<file path="config.mk">
export PLATFORM = sky130hd
export DESIGN_NAME = imm_field_encoder_flat
export DESIGN_NICKNAME = d
export VERILOG_FILES = /design/src/rtl/imm_field_encoder_if.sv /design/src/rtl/imm_field_encoder.sv /design/src/flat_wrapper.sv
export SDC_FILE = /design/constraint.sdc
export NUM_CORES = 1
export LEC_CHECK = 0
export CORE_MARGIN = 8
export CORE_UTILIZATION = 49
export CTS_CLUSTER_SIZE = 25
export DETAILED_ROUTE_END_ITERATION = 16
export PLACE_DENSITY = 0.8
export SLEW_MARGIN = 20
export SYNTH_ARGS = -nofsm -noshare
export SYNTH_HDL_FRONTEND = slang
export SYNTH_SLANG_ARGS = --single-unit
</file>
<file path="constraint.sdc">
create_clock -name clk -period 3.4 [get_ports clk]
set_input_delay 1.02 -clock clk [delete_from_list [all_inputs] [get_ports clk]]
set_output_delay 1.02 -clock clk [all_outputs]
set_load 0.01 [all_outputs]
</file>
<file path="src/rtl/imm_field_encoder_if.sv">
// -----------------------------------------------------------------------------
// imm_field_encoder_if
// Request and instruction-word handshake bundle for imm_field_encoder.
//   in_valid/in_ready   : request handshake (opcode, rs, rt, full 32-bit imm)
//   out_valid/out_ready : encoded word handshake (out_instr, out_last)
// Modports:
//   master : program generator / memory-writer side (drives requests,
//            consumes words)
//   slave  : the encoder itself
// -----------------------------------------------------------------------------
interface imm_field_encoder_if;
    logic        in_valid;
    logic        in_ready;
    logic [5:0]  in_opcode;
    logic [4:0]  in_rs;
    logic [4:0]  in_rt;
    logic [31:0] in_imm;
    logic        out_valid;
    logic        out_ready;
    logic [31:0] out_instr;
    logic        out_last;

    modport master (
        output in_valid, in_opcode, in_rs, in_rt, in_imm, out_ready,
        input  in_ready, out_valid, out_instr, out_last
    );

    modport slave (
        input  in_valid, in_opcode, in_rs, in_rt, in_imm, out_ready,
        output in_ready, out_valid, out_instr, out_last
    );
endinterface

</file>
<file path="src/rtl/imm_field_encoder.sv">
// -----------------------------------------------------------------------------
// imm_field_encoder
// Packs opcode/rs/rt and a full 32-bit immediate into miniRISC instruction
// words: opcode[31:26], rs[25:21], rt[20:16], imm[15:0]. Shift opcodes carry
// a 5-bit shamt in [15:11]. Immediates that do not survive 16-bit sign
// extension are emitted as a PREFIX word (upper half) followed by the main
// word (lower half).
// Ports:
//   clk, rst    : clock, synchronous active-high reset
//   bus         : request/word handshakes (slave modport)
//   err_shamt   : one-cycle pulse when a shift request is rejected
//   word_count  : words handed off downstream (wraps)
//   err_count   : rejected requests (wraps)
// -----------------------------------------------------------------------------
module imm_field_encoder #(
    parameter logic [5:0] SHIFT_OP  = 6'b000010,
    parameter logic [5:0] PREFIX_OP = 6'b111110,
    parameter int         CNT_W     = 16
) (
    input  logic                  clk,
    input  logic                  rst,
    imm_field_encoder_if.slave    bus,
    output logic                  err_shamt,
    output logic [CNT_W-1:0]      word_count,
    output logic [CNT_W-1:0]      err_count
);

    typedef enum logic [1:0] {
        IDLE        = 2'd0,
        EMIT_PREFIX = 2'd1,
        EMIT_MAIN   = 2'd2,
        REJECT      = 2'd3
    } state_t;

    state_t             state_reg, state_next;
    logic [31:0]        out_instr_reg, out_instr_next;
    logic               out_last_reg, out_last_next;
    logic [31:0]        main_word_reg, main_word_next;
    logic [CNT_W-1:0]   word_count_reg, word_count_next;
    logic [CNT_W-1:0]   err_count_reg, err_count_next;

    // Classification of the request currently presented on the input side.
    state_t             cls_state;
    logic [31:0]        cls_word;
    logic               cls_last;
    logic [31:0]        cls_main;
    logic               imm_short;
    logic               shamt_ok;

    assign imm_short = (bus.in_imm[31:15] == {17{bus.in_imm[15]}});
    assign shamt_ok  = (bus.in_imm[31:5] == 27'd0);

    always_comb begin
        cls_state = EMIT_MAIN;
        cls_word  = {bus.in_opcode, bus.in_rs, bus.in_rt, bus.in_imm[15:0]};
        cls_last  = 1'b1;
        cls_main  = {bus.in_opcode, bus.in_rs, bus.in_rt, bus.in_imm[15:0]};
        if (bus.in_opcode == SHIFT_OP) begin
            if (shamt_ok) begin
                cls_word = {bus.in_opcode, bus.in_rs, bus.in_rt,
                            bus.in_imm[4:0], 11'd0};
            end else begin
                cls_state = REJECT;
            end
        end else if (!imm_short) begin
            // Prefix goes out first; the main word waits in main_word_reg.
            cls_state = EMIT_PREFIX;
            cls_word  = {PREFIX_OP, 10'd0, bus.in_imm[31:16]};
            cls_last  = 1'b0;
        end
    end

    // Accept in IDLE, or in EMIT_MAIN on the very cycle the main word leaves,
    // so back-to-back requests stream with no bubble.
    assign bus.in_ready = (state_reg == IDLE) ||
                          ((state_reg == EMIT_MAIN) && bus.out_ready);

    always_comb begin
        state_next      = state_reg;
        out_instr_next  = out_instr_reg;
        out_last_next   = out_last_reg;
        main_word_next  = main_word_reg;
        word_count_next = word_count_reg;
        err_count_next  = err_count_reg;

        if (bus.out_valid && bus.out_ready) begin
            word_count_next = word_count_reg + CNT_W'(1);
        end

        case (state_reg)
            IDLE: begin
                if (bus.in_valid) begin
                    state_next     = cls_state;
                    out_instr_next = (cls_state == REJECT) ? out_instr_reg : cls_word;
                    out_last_next  = (cls_state == REJECT) ? out_last_reg  : cls_last;
                    main_word_next = cls_main;
                end
            end
            EMIT_PREFIX: begin
                if (bus.out_ready) begin
                    state_next     = EMIT_MAIN;
                    out_instr_next = main_word_reg;
                    out_last_next  = 1'b1;
                end
            end
            EMIT_MAIN: begin
                if (bus.out_ready) begin
                    if (bus.in_valid) begin
                        state_next     = cls_state;
                        out_instr_next = (cls_state == REJECT) ? out_instr_reg : cls_word;
                        out_last_next  = (cls_state == REJECT) ? out_last_reg  : cls_last;
                        main_word_next = cls_main;
                    end else begin
                        state_next = IDLE;
                    end
                end
            end
            REJECT: begin
                state_next     = IDLE;
                err_count_next = err_count_reg + CNT_W'(1);
            end
            default: begin
                state_next = IDLE;
            end
        endcase
    end

    always_ff @(posedge clk) begin
        if (rst) begin
            state_reg      <= IDLE;
            out_instr_reg  <= 32'd0;
            out_last_reg   <= 1'b0;
            main_word_reg  <= 32'd0;
            word_count_reg <= '0;
            err_count_reg  <= '0;
        end else begin
            state_reg      <= state_next;
            out_instr_reg  <= out_instr_next;
            out_last_reg   <= out_last_next;
            main_word_reg  <= main_word_next;
            word_count_reg <= word_count_next;
            err_count_reg  <= err_count_next;
        end
    end

    assign bus.out_valid = (state_reg == EMIT_PREFIX) || (state_reg == EMIT_MAIN);
    assign bus.out_instr = out_instr_reg;
    assign bus.out_last  = out_last_reg;
    assign err_shamt     = (state_reg == REJECT);
    assign word_count    = word_count_reg;
    assign err_count     = err_count_reg;

endmodule
</file>
<file path="src/flat_wrapper.sv">
// flat-port wrapper written by rule: the top's interface ports become plain ports
module imm_field_encoder_flat 
#(
    parameter logic [5:0] SHIFT_OP  = 6'b000010,
    parameter logic [5:0] PREFIX_OP = 6'b111110,
    parameter int         CNT_W     = 16
)
  (clk, rst, err_shamt, word_count, err_count, bus_in_valid, bus_in_opcode, bus_in_rs, bus_in_rt, bus_in_imm, bus_out_ready, bus_in_ready, bus_out_valid, bus_out_instr, bus_out_last);
  imm_field_encoder_if bus_i ();
  input  logic clk;
  input  logic rst;
  output logic err_shamt;
  output logic [CNT_W-1:0] word_count;
  output logic [CNT_W-1:0] err_count;
  input wire logic [$bits(bus_i.in_valid)-1:0] bus_in_valid;
  input wire logic [$bits(bus_i.in_opcode)-1:0] bus_in_opcode;
  input wire logic [$bits(bus_i.in_rs)-1:0] bus_in_rs;
  input wire logic [$bits(bus_i.in_rt)-1:0] bus_in_rt;
  input wire logic [$bits(bus_i.in_imm)-1:0] bus_in_imm;
  input wire logic [$bits(bus_i.out_ready)-1:0] bus_out_ready;
  output wire logic [$bits(bus_i.in_ready)-1:0] bus_in_ready;
  output wire logic [$bits(bus_i.out_valid)-1:0] bus_out_valid;
  output wire logic [$bits(bus_i.out_instr)-1:0] bus_out_instr;
  output wire logic [$bits(bus_i.out_last)-1:0] bus_out_last;
  assign bus_i.in_valid = bus_in_valid;
  assign bus_i.in_opcode = bus_in_opcode;
  assign bus_i.in_rs = bus_in_rs;
  assign bus_i.in_rt = bus_in_rt;
  assign bus_i.in_imm = bus_in_imm;
  assign bus_i.out_ready = bus_out_ready;
  assign bus_in_ready = bus_i.in_ready;
  assign bus_out_valid = bus_i.out_valid;
  assign bus_out_instr = bus_i.out_instr;
  assign bus_out_last = bus_i.out_last;
  imm_field_encoder #(.SHIFT_OP(SHIFT_OP), .PREFIX_OP(PREFIX_OP), .CNT_W(CNT_W)) u_core (.clk(clk), .rst(rst), .bus(bus_i), .err_shamt(err_shamt), .word_count(word_count), .err_count(err_count));
endmodule
</file>
==> results.toml <==
[timing]
fmax_mhz = 308
min_period_over_period_pct = 95.5
worst_pin_slew_ps = 925
period_needed_ps = 3250
fin_setup_tns_ps = 0
skew_ps = 12.6
slew_violations = 0
slew_headroom_pct = 38.3
whs_ps = 455
finalSetupViolCount = 0
rsz0062_at_grt = "no"
hold_violations = 0

[power]
peakVddDrop_v = 0.000302
p_clk_share_pct = 28.9
combPwrFrac_pct = 28.9
p_leak_nw = 2.31
p_per_area_nw_per_um2 = 516
p_sw_mw = 0.983
p_int_mw = 2.25
seqPwrFrac_pct = 42.3
switching_share_pct = 30.4

[final_layout]
area_delta_synth_final_pct = 35.6
mostFrequentLayoutCells = "clkdlybuf4s50_1, dfxtp_1, nand2_1"
regArea_um2 = 1980
final_util_pct = 68.1
n_antenna_cell = 0
multi_input_area_um2 = 2440
n_fill_cell = 748
fin_area_um2 = 6270
drive_gt1_share_pct = 10.2
final_common_cell = "clkdlybuf4s50_1"
layout.nets = 722

[die]
fp.dieW_um = 113
row_count = 35
core_area_um2 = 9200
die_area_um2 = 12800
start_util_pct = 50.2
ios = 120
die_h_um = 113

[placed_design]
routabilityCongestion = 0.905
dp_hpwl_mm = 9.67
placed_area_um2 = 6020
io_buffers = 119

[clocking]
cts_sinks = 99
cts_made_buffers = 9
post-cts-setup-buffers = 0
clockRootBuffer = "clkbuf_8"
cts_buffer_depth = 2
clk_latency_ps = 360
cts_max_level = 3
postCtsHoldBufs = 0
cts_resized = 0
tritoncts = "built"
clkTransAtPathRegs_ps = 90

[synthesis]
syn_nets = 605
ys_seq_area_share_pct = 42.9
syn_avg_cell_area_um2 = 8.46
yosysWarnings = 0
synth-seq-cells = 99
synth.distinct_cells = 49
syn_inst = 546
syn_area_um2 = 4620

[routing]
vias_per_cell = 5.66
drt_wl_total_mm = 13.2
drc_errors = 0
drt_iter0_drc = 287
vias = 4410
dr.pass1.iters = 4
wl_per_cell_um = 17.0
final_antenna_net_count = 0

[setup_path]
startpoint = "bus_out_ready"
critPathLaunchType = "primary input"
crit_fanout = 2
worstPathRequired_ps = 2380
reg2regPathDepth = 8
cp_data_arrival_time_ps = 2230
cp-end-kind = "output port"
path_class = "in2out"
r2r-start = "u_core.state_reg[1]$_SDFFE_PP0P_"

[job]
timing.max_cap.violations = 0

[outcome]
status = "finished, final reports clean"

[global_route]
grt_pass1_wl_mm = 21.5
antenna_found_initial = 0
grt_use_total_pct = 20.2
grt_pass1_vias = 4367
grt_max_degree = 88
grt_overflow = 0

[worst_hold_path]
min_path_cells = 2
hp-class = "reg2reg"
hold_start = "u_core.main_word_reg[27]$_SDFFE_PP0P_"
[metal layers]
metal | share of wire (%) | vias up | GRT usage, % | wire [um]
li1 | - | 2163 | - | -
met1 | 42 | 2071 | 23.9 | 5530
met2 | 49 | 149 | 35.2 | 6530
met3 | 6.2 | 27 | 3.99 | 823
met4 | 2.5 | 0 | 7.99 | 329
met5 | 0 | - | 0 | 0
[per-stage QoR]
stage,power [mW],setup slack [ps],cells
detailed placement,2.33,30.3,763
CTS,3.25,145,779
global placement,2.30,121,763
floorplan,1.89,681,546
global route,3.39,135,779
finish,3.24,153,779
[power by group through the flow]
stage	Clock, mW	Combinational (mW)	Sequential, mW
3_5_place_dp	0	0.932	1.39
6_report	0.934	0.934	1.37
2_1_floorplan	0	0.483	1.41
5_1_grt	0.992	1.02	1.38
3_3_place_gp	0	0.910	1.39
4_1_cts	0.948	0.936	1.37
[synthesized netlist by cell type, drive strengths merged]
| library cell | number | share of area [%] |
|---|---|---|
| and3 | 5 | 0.68 |
| and4b | 1 | 0.22 |
| a31oi | 1 | 0.14 |
| dfxtp | 99 | 43 |
| o22ai | 1 | 0.14 |
| a31o | 6 | 1.1 |
| a221oi | 15 | 2.8 |
| mux2i | 4 | 0.87 |
| nor3 | 16 | 2.0 |
| xor2 | 21 | 4.0 |
| nand3b | 6 | 0.98 |
| xnor2 | 7 | 1.3 |
| nand2b | 1 | 0.14 |
| or3 | 3 | 0.41 |
| o21ai | 9 | 0.98 |
| nand2 | 88 | 7.2 |
| o311ai | 2 | 0.54 |
| o211ai | 3 | 0.49 |
| a211o | 5 | 0.95 |
| nor2 | 67 | 5.4 |
| o311a | 1 | 0.22 |
| nor3b | 1 | 0.16 |
| and2 | 3 | 0.41 |
| nor4 | 7 | 1.7 |
| a211oi | 18 | 3.5 |
| nand4 | 8 | 1.2 |
| ha | 7 | 1.9 |
| or2 | 1 | 0.14 |
| nor2b | 8 | 1.1 |
| inv | 8 | 0.65 |
| a32oi | 1 | 0.19 |
| a22o | 1 | 0.19 |
| o41ai | 6 | 2.1 |
| and4 | 5 | 0.95 |
| clkbuf | 31 | 2.5 |
| buf | 7 | 1.4 |
| a22oi | 1 | 0.27 |
| nand4b | 3 | 0.57 |
| a21oi | 56 | 6.1 |
| nand3 | 13 | 1.4 |
[worst max-delay path, stage by stage]
cell             delay, ps
clkdlybuf4s50_1        500
nand2_1                 80
nand2_1                 80
clkdlybuf4s50_1        550
[final timing paths]
path / end / slack [ps]
max: bus_in_ready / 150
min reg2reg: u_core.main_word_reg[27]$_SDFFE_PP0P_ / 460
max reg2reg: u_core.bus.out_instr[30]$_SDFFE_PP0P_ / 1030
min: u_core.main_word_reg[27]$_SDFFE_PP0P_ / 460
[final cells by class]
class / count / share of cell area (%)
well taps: 111 / 2.22
repair buffers: 144 / 22.8
multi-input cells: 401 / 38.9
inverters: 8 / 0.479
clock inverters: 5 / 1.74
clock buffers: 11 / 2.26
flip-flops and latches: 99 / 31.6
[cell families (layout without fill, tap and decap cells)]
logic type | after synthesis | after routing | share of synthesized area (%)
and+or+nand+nor | 236 | 236 | 24.6
adders and majority gates | 7 | 7 | 1.90
muxes | 4 | 4 | 0.867
xor gates and xnor gates | 28 | 28 | 5.31
buffers and inverters | 46 | 168 | 4.58
AOI/OAI and AO/OA | 126 | 126 | 19.8
DFF | 99 | 99 | 42.9
Note: power is estimated with default switching activity, not from simulation.
